<file path="src/rtl/pipe_hazard_unit.sv">
`default_nettype none
// +--------------------------------------------------------------------------+
// | pipe_hazard_unit: stall/flush/forward control with PC-write tracking and  |
// | saturating stall/flush event counters.                                    |
// | Revision: 1.0                                                             |
// +--------------------------------------------------------------------------+
module pipe_hazard_unit #(
  parameter int REG_BITS = 4,
  parameter int CNT_W    = 16
) (
  input  logic                clk,
  input  logic                rst,
  input  logic [REG_BITS-1:0] RA1D,
  input  logic [REG_BITS-1:0] RA2D,
  input  logic [REG_BITS-1:0] RA1E,
  input  logic [REG_BITS-1:0] RA2E,
  input  logic [REG_BITS-1:0] WA3E,
  input  logic [REG_BITS-1:0] WA3M,
  input  logic [REG_BITS-1:0] WA3W,
  input  logic                RegWriteE,
  input  logic                RegWriteM,
  input  logic                RegWriteW,
  input  logic                MemtoRegE,
  input  logic                PCSrcD,
  input  logic                BranchTakenE,
  input  logic                MemReadyM,
  output logic [1:0]          ForwardAE,
  output logic [1:0]          ForwardBE,
  output logic                StallF,
  output logic                StallD,
  output logic                StallE,
  output logic                StallM,
  output logic                FlushD,
  output logic                FlushE,
  output logic [CNT_W-1:0]    StallCount,
  output logic [CNT_W-1:0]    FlushCount
);

  localparam logic [REG_BITS-1:0] c_pc_reg  = REG_BITS'(15);
  localparam logic [CNT_W-1:0]    c_cnt_one = {{(CNT_W-1){1'b0}}, 1'b1};

  logic                r_pend_e;
  logic                r_pend_m;
  logic                r_pend_w;
  logic [CNT_W-1:0]    r_stall_cnt;
  logic [CNT_W-1:0]    r_flush_cnt;

  logic                w_memstall;
  logic                w_ldraw;
  logic                w_ldrstall;
  logic                w_pcwr_pending;
  logic                w_stall_f;
  logic                w_stall_d;
  logic                w_stall_e;
  logic                w_stall_m;
  logic                w_flush_d;
  logic                w_flush_e;
  logic [REG_BITS-1:0] w_ra_e [2];
  logic [1:0]          w_fwd  [2];

  assign w_ra_e[0] = RA1E;
  assign w_ra_e[1] = RA2E;

  // Memory stage has priority over Writeback; R15 reads always come from the PC path.
  for (genvar gi = 0; gi < 2; gi++) begin : g_fwd
    always_comb begin
      w_fwd[gi] = 2'b00;
      if (w_ra_e[gi] != c_pc_reg) begin
        if (RegWriteM && (WA3M == w_ra_e[gi])) begin
          w_fwd[gi] = 2'b10;
        end else if (RegWriteW && (WA3W == w_ra_e[gi])) begin
          w_fwd[gi] = 2'b01;
        end
      end
    end
  end

  assign w_memstall     = ~MemReadyM;
  assign w_ldraw        = MemtoRegE & RegWriteE & ((WA3E == RA1D) | (WA3E == RA2D));
  assign w_ldrstall     = w_ldraw & ~BranchTakenE;
  assign w_pcwr_pending = PCSrcD | r_pend_e | r_pend_m;

  always_comb begin
    w_stall_f = 1'b1;
    w_stall_d = 1'b1;
    w_stall_e = 1'b1;
    w_stall_m = 1'b1;
    w_flush_d = 1'b0;
    w_flush_e = 1'b0;
    if (!w_memstall) begin
      w_stall_f = w_ldrstall | w_pcwr_pending;
      w_stall_d = w_ldrstall;
      w_stall_e = 1'b0;
      w_stall_m = 1'b0;
      w_flush_d = w_pcwr_pending | r_pend_w | BranchTakenE;
      w_flush_e = w_ldrstall | BranchTakenE;
    end
  end

  // PC-write shift state freezes along with the rest of the pipeline.
  always_ff @(posedge clk or negedge rst) begin
    if (!rst) begin
      r_pend_e <= 1'b0;
      r_pend_m <= 1'b0;
      r_pend_w <= 1'b0;
    end else if (!w_memstall) begin
      r_pend_e <= PCSrcD & ~w_flush_e;
      r_pend_m <= r_pend_e;
      r_pend_w <= r_pend_m;
    end
  end

  always_ff @(posedge clk or negedge rst) begin
    if (!rst) begin
      r_stall_cnt <= '0;
    end else if (w_stall_d && (r_stall_cnt != {CNT_W{1'b1}})) begin
      r_stall_cnt <= r_stall_cnt + c_cnt_one;
    end
  end

  always_ff @(posedge clk or negedge rst) begin
    if (!rst) begin
      r_flush_cnt <= '0;
    end else if (w_flush_e && (r_flush_cnt != {CNT_W{1'b1}})) begin
      r_flush_cnt <= r_flush_cnt + c_cnt_one;
    end
  end

  // All controls are forced quiet while reset is held.
  assign ForwardAE  = rst ? w_fwd[0] : 2'b00;
  assign ForwardBE  = rst ? w_fwd[1] : 2'b00;
  assign StallF     = rst & w_stall_f;
  assign StallD     = rst & w_stall_d;
  assign StallE     = rst & w_stall_e;
  assign StallM     = rst & w_stall_m;
  assign FlushD     = rst & w_flush_d;
  assign FlushE     = rst & w_flush_e;
  assign StallCount = rst ? r_stall_cnt : '0;
  assign FlushCount = rst ? r_flush_cnt : '0;

endmodule
`default_nettype wire

</file>
<file path="config.mk">
export PLATFORM = sky130hd
export DESIGN_NAME = pipe_hazard_unit
export DESIGN_NICKNAME = d
export VERILOG_FILES = /design/src/rtl/pipe_hazard_unit.sv
export SDC_FILE = /design/constraint.sdc
export NUM_CORES = 1
export LEC_CHECK = 0
export CAP_MARGIN = 20
export CORE_MARGIN = 1.5
export CORE_UTILIZATION = 70
export CTS_BUF_LIST = sky130_fd_sc_hd__clkbuf_8
export DETAILED_ROUTE_END_ITERATION = 6
export DONT_BUFFER_PORTS = 1
export HOLD_SLACK_MARGIN = 0.02
export PLACE_DENSITY = 0.93
export SLEW_MARGIN = 10
export SYNTH_ARGS = -nofsm -noshare
export SYNTH_HDL_FRONTEND = slang
export SYNTH_SLANG_ARGS = --single-unit
</file>
<file path="constraint.sdc">
create_clock -name clk -period 6 [get_ports clk]
set_input_delay 1.5 -clock clk [delete_from_list [all_inputs] [get_ports clk]]
set_output_delay 1.5 -clock clk [all_outputs]
set_load 0.02 [all_outputs]
</file>
==> results.sh, run 1 <==
export IMPL_hold_buffers=0
export IMPL_drtAntennaViolNets=0
export IMPL_fill_cells=240
export IMPL_hold_viol_final=0
export IMPL_totalPowerFinal_w=0.000629
export IMPL_tightestPinTransition_ps=769
export IMPL_crit_arrival_ps=2950
export IMPL_grt_pass1_wl_um=6840
export IMPL_coreArea_mm2=0.00310
export IMPL_grt_setup_unrepaired="false"
export IMPL_cts_resized=0
export IMPL_clock_latency_ps=290
export IMPL_rr_startpoint="r_stall_cnt[0]"
export IMPL_register_area_um2=876
export IMPL_gp_congestion=0.799
export IMPL_fin_nets=283
export IMPL_fp_dieArea_mm2=0.00366
export IMPL_finalSetupViolations=0
export IMPL_avgRoutedWirePerCell_um=15.2
export IMPL_period_share_pct=74.1
export IMPL_die_y_um=60.5
export IMPL_final_common_cell="xnor2_1"
export IMPL_clk_pin_slew_ps=70
export IMPL_finClkSkew_ps=6.81
export IMPL_hold_class="flop to flop"
export IMPL_synth_edff_count=0
export IMPL_cts_sinks=35
export IMPL_worst_r2r_path_depth=6
export IMPL_ys_types=34
export IMPL_cp_cell_sequence="xnor2_1, nand4_1, a31oi_2, and2_1"
export IMPL_drt_initial_drc_count=73
export IMPL_cts_root_buffer="clkbuf_8"
export IMPL_grtUsageMet3_pct=5.97
export IMPL_via_per_inst=6.22
export IMPL_synth_seq_cells=35
export IMPL_grt_ovfl_total=0
export IMPL_htreeDepth=2
export IMPL_grtUsageTotal_pct=25.0
export IMPL_cap_violations=0
export IMPL_dr_pass1_iters=4
export IMPL_max_freq_mhz=225
export IMPL_syn_inst=246
export IMPL_diodes=0
export IMPL_start_kind="input port"
export IMPL_dp_cells=281
export IMPL_vias=1797
export IMPL_synth_area_mm2=0.00231
export IMPL_yosysTopAreaCell="dfrtp_1"
export IMPL_grt_use_met1_pct=31.3
export IMPL_ys_warnings_count=0
export IMPL_drv_slew=0
export IMPL_cts_setup_buffers=0
export IMPL_critPathRequiredTime_ps=4500
export IMPL_multi_input_area_mm2=0.00136
export IMPL_r2r_end="r_stall_cnt[1]"
export IMPL_rows=20
export IMPL_worstSetupEndpointType="output pin"
export IMPL_syn_num_nets=285
export IMPL_async_flop_share_pct=100
export IMPL_io_buffers=0
export IMPL_ys_flop_type="dfrtp_1"
export IMPL_cts_tree="yes"
export IMPL_crit_slowest_cell="a31oi_2"
export IMPL_place_hpwl_um=3190
export IMPL_r2r_setup_slack_ps=3830
export IMPL_path_max_fanout=17
export IMPL_status="finished clean"
export IMPL_most_common_layout_cells="xnor2_1, dfrtp_1, and2_1"
export IMPL_initial_core_util_pct=74.6
export IMPL_drc=0
export IMPL_cts_buffers=5
export IMPL_crit_start="RA1D[3]"
export IMPL_fp_dieW_um=60.5
export IMPL_synth_area_leaders="dfrtp_1, xnor2_1, and2_1, nand4_1, and3_1"
export IMPL_clockBufferDepth=2
export IMPL_powerDensity_mw_per_mm2=262
export IMPL_grt_busiest_layer="met2"
export IMPL_period_needed_ps=4450
export IMPL_setup_tns_ps=0
export IMPL_grt_max_degree=77
export IMPL_critPathMaxStageDelay_ps=720
export IMPL_maxSlewHeadroom_pct=48.6
export IMPL_crit_end="StallD"
export IMPL_grtUsageMet2_pct=42.4
export IMPL_yosysSeqAreaShare_pct=37.9
export IMPL_synth_avg_cell_area_um2=9.40
export IMPL_leakage_nw=1.02
export IMPL_stdcell_count=289
export IMPL_path_class="input port to output pin"
export IMPL_drive_above_1_share_pct=6.12
export IMPL_grt_pass1_vias=1603
export IMPL_peakVddDrop_mv=0.207
export IMPL_area_delta_synth_final_pct=3.84
export IMPL_yosysTopAreaCellShare_pct=37.9
export IMPL_ioPinCount=79
export IMPL_antenna_found_initial=0
export IMPL_wl_um=4390
[per-stage QoR]
step	util [%]	hold slack [ps]	setup slack [ps]	area (um^2)
floorplan	-	451	1810	2310
global placement	74.6	469	1620	2310
detailed placement	74.6	479	1570	2310
CTS	77.4	490	1580	2400
global route	77.4	507	1430	2400
finish	77.4	484	1550	2400
[worst max-delay path, delay by kind of cell]
family	cells	cell delay, ps
AND/OR/NAND/NOR	2	570
AO/OA/AOI/OAI	1	720
XOR/XNOR	1	150
[sequential cells by signal, summed over array words and instances (netlist names)]
name,cells
r_pend_e,1
r_flush_cnt,16
r_pend_m,1
r_pend_w,1
r_stall_cnt,16
[final cells by class]
class	instances	area share [%]
Clock buffer	5	2.86
Clock inverter	3	0.833
Inverter	5	0.781
Multi-Input combinational cell	197	56.8
Sequential cell	35	36.5
Tap cell	44	2.29
[worst min-delay path by stage]
| stage | from | to | slack, ps | cells past startpoint |
|---|---|---|---|---|
| global route | r_stall_cnt[10] | r_stall_cnt[10] | 510 | 1 |
| floorplan | r_stall_cnt[10] | r_stall_cnt[10] | 450 | 1 |
| detailed placement | r_stall_cnt[10] | r_stall_cnt[10] | 480 | 1 |
| global placement | r_stall_cnt[10] | r_stall_cnt[10] | 470 | 1 |
| finish | r_stall_cnt[10] | r_stall_cnt[10] | 480 | 1 |
| CTS | r_stall_cnt[10] | r_stall_cnt[10] | 490 | 1 |
[kinds of logic (layout without fill, tap and decap cells)]
logic type / after synthesis / after routing / share of synthesized area, %
and+or+nand+nor: 125 / 125 / 30.9
xor gates and xnor gates: 46 / 46 / 17.4
DFF: 35 / 35 / 37.9
AOI/OAI and AO/OA: 15 / 15 / 5.25
buffers and inverters: 14 / 13 / 3.19
muxes: 9 / 9 / 4.27
adders and majority gates: 2 / 2 / 1.08
[synth_stat cells, drive strengths merged (6+ instances only)]
| master | count |
|---|---|
| xor2 | 6 |
| dfrtp | 35 |
| nand3 | 21 |
| xnor2 | 40 |
| and3 | 17 |
| nand2 | 13 |
| nor2 | 7 |
| and2 | 34 |
| mux2 | 7 |
| nand4 | 23 |
[per-layer routing]
metal	wire length, um	vias to the layer above
li1	-	856
met1	1810	861
met2	2220	76
met3	303	4
met4	52	0
met5	0	-
[power by group]
part | internal (W) | switching, W | leakage (nW)
registers | 0.000273 | 0.0000469 | 0.457
clock network | 0.0000807 | 0.0000869 | 0.0402
logic | 0.0000654 | 0.0000762 | 0.519
total | 0.000419 | 0.000210 | 1.02
(Power assumes the default switching activity.)
==> inputs of run 2 (changes only) <==
--- a/config.mk
+++ b/config.mk
@@ -7,12 +7,12 @@
 export LEC_CHECK = 0
 export CAP_MARGIN = 20
 export CORE_MARGIN = 1.5
-export CORE_UTILIZATION = 70
+export CORE_UTILIZATION = 66
 export CTS_BUF_LIST = sky130_fd_sc_hd__clkbuf_8
 export DETAILED_ROUTE_END_ITERATION = 6
 export DONT_BUFFER_PORTS = 1
 export HOLD_SLACK_MARGIN = 0.02
-export PLACE_DENSITY = 0.93
+export PLACE_DENSITY = 0.89
 export SLEW_MARGIN = 10
 export SYNTH_ARGS = -nofsm -noshare
 export SYNTH_HDL_FRONTEND = slang
==> constraint.sdc (replaced) <==
create_clock -name clk -period 4.3 [get_ports clk]
set_input_delay 1.075 -clock clk [delete_from_list [all_inputs] [get_ports clk]]
set_output_delay 1.075 -clock clk [all_outputs]
set_load 0.02 [all_outputs]
==> run 2 against run 1 <==
  * Utilization is 4.5 points lower
  * Wire length is 0.46% higher
  * Register-to-register slack worse by 1700 ps
  * Final area is 1.4% higher
  * Sequential share of layout area is 0.49 points lower
  * Global-route usage is 0.67 points lower
  * First-iteration DRC count is 14% higher
  * Cell count is 1.4% higher
  * Critical endpoint unchanged
  * Largest cell class unchanged
  * Largest power group unchanged
  * Highest routed layer unchanged
==> results.sh, run 2 (synthesized netlist as in run 1, its figures left out) <==
export IMPL_status="finished clean"
export IMPL_finalSetupViolations=0
export IMPL_clock_latency_ps=290
export IMPL_stdcell_count=293
export IMPL_finClkSkew_ps=8.73
export IMPL_reg_top3="r_flush_cnt: 16 flops, r_stall_cnt: 16 flops"
export IMPL_crit_arrival_ps=2170
export IMPL_gp_congestion=0.811
export IMPL_cts_root_buffer="clkbuf_8"
export IMPL_period_needed_ps=3240
export IMPL_peakVddDrop_mv=0.281
export IMPL_via_per_inst=6.12
export IMPL_rows=21
export IMPL_drive_above_1_share_pct=6.88
export IMPL_tightestPinTransition_ps=756
export IMPL_diodes=0
export IMPL_final_common_cell="xnor2_1"
export IMPL_initial_core_util_pct=69.3
export IMPL_clk_pin_slew_ps=70
export IMPL_critPathRequiredTime_ps=3220
export IMPL_multi_input_area_mm2=0.00136
export IMPL_powerDensity_mw_per_mm2=373
export IMPL_drv_slew=0
export IMPL_drt_initial_drc_count=83
export IMPL_hold_class="input port to async pin"
export IMPL_fin_nets=285
export IMPL_cts_setup_buffers=0
export IMPL_r2r_setup_slack_ps=2160
export IMPL_cap_violations=0
export IMPL_path_class="input port to output pin"
export IMPL_r2r_end="r_stall_cnt[1]"
export IMPL_cts_buffers=5
export IMPL_cts_tree="yes"
export IMPL_cts_sinks=35
export IMPL_grt_setup_unrepaired="false"
export IMPL_hold_viol_final=0
export IMPL_period_share_pct=75.4
export IMPL_cts_resized=0
export IMPL_wl_um=4410
export IMPL_grt_pass1_wl_um=7600
export IMPL_place_hpwl_um=3150
export IMPL_htreeDepth=2
export IMPL_leakage_nw=1.04
export IMPL_hold_buffers=0
export IMPL_area_delta_synth_final_pct=5.25
export IMPL_worstSetupEndpointType="output pin"
export IMPL_dp_cells=285
export IMPL_crit_start="RA1D[0]"
export IMPL_rr_startpoint="r_stall_cnt[0]"
export IMPL_drc=0
export IMPL_dr_pass1_iters=4
export IMPL_fp_dieW_um=62.2
export IMPL_path_max_fanout=17
export IMPL_grt_ovfl_total=0
export IMPL_register_area_um2=876
export IMPL_fp_dieArea_mm2=0.00387
export IMPL_clockBufferDepth=2
export IMPL_grt_pass1_vias=1688
export IMPL_avgRoutedWirePerCell_um=15.1
export IMPL_grtUsageTotal_pct=24.4
export IMPL_fill_cells=269
export IMPL_vias=1793
export IMPL_ioPinCount=79
export IMPL_die_y_um=62.2
export IMPL_maxSlewHeadroom_pct=49.5
export IMPL_antenna_found_initial=0
export IMPL_drtAntennaViolNets=0
export IMPL_most_common_layout_cells="xnor2_1, dfrtp_1, and2_1"
export IMPL_io_buffers=0
export IMPL_coreArea_mm2=0.00334
export IMPL_max_freq_mhz=308
export IMPL_setup_tns_ps=0
export IMPL_start_kind="input port"
export IMPL_grt_max_degree=77
export IMPL_worst_r2r_path_depth=6
[run 2: area by class of cell]
cell class | instances | area share (%)
clock buffers | 7 | 3.96
inverters | 5 | 0.771
clock inverters | 1 | 0.308
well taps | 46 | 2.36
multi-input cells | 197 | 56.0
repair buffers | 2 | 0.617
flip-flops and latches | 35 | 36.0
[run 2: worst max-delay path by stage]
stage | depth (start not counted) | to | slack (ps)
2_1_floorplan | 5 | FlushE | 960
3_3_place_gp | 5 | StallD | 1080
3_5_place_dp | 5 | StallD | 1050
4_1_cts | 5 | StallD | 1050
5_1_grt | 5 | StallD | 960
6_report | 5 | StallD | 1060
[run 2: where the power goes]
part	internal, W	leakage [nW]	switching, W
Clock	0.000146	0.0505	0.000116
Sequential	0.000380	0.457	0.0000649
Combinational	0.0000933	0.530	0.000108
[run 2: worst max-delay path, stage by stage]
cell and delay (ps):
xnor2_1 140, nand4_1 230, a31oi_2 220, buf_4 230, and2_1 260
[run 2: metrics by stage]
step           total power, W  util [%]  setup slack (ps)  cell area, um^2  hold WS [ps]
5_1_grt              0.000966      73.0               957             2430           449
3_3_place_gp         0.000639      69.9              1080             2330           468
6_report             0.000908      73.0              1060             2430           475
2_1_floorplan        0.000618         -               957             2310           451
3_5_place_dp         0.000651      69.9              1050             2330           485
4_1_cts              0.000917      73.0              1050             2430           467
[run 2: metal layers]
layer | track usage, % | up-vias | part of all wire, %
met5 | 0 | - | 0
met4 | 9.44 | 0 | 2.4
met3 | 6.88 | 13 | 5.7
met2 | 39.4 | 70 | 49
met1 | 31.2 | 846 | 43
li1 | - | 864 | -
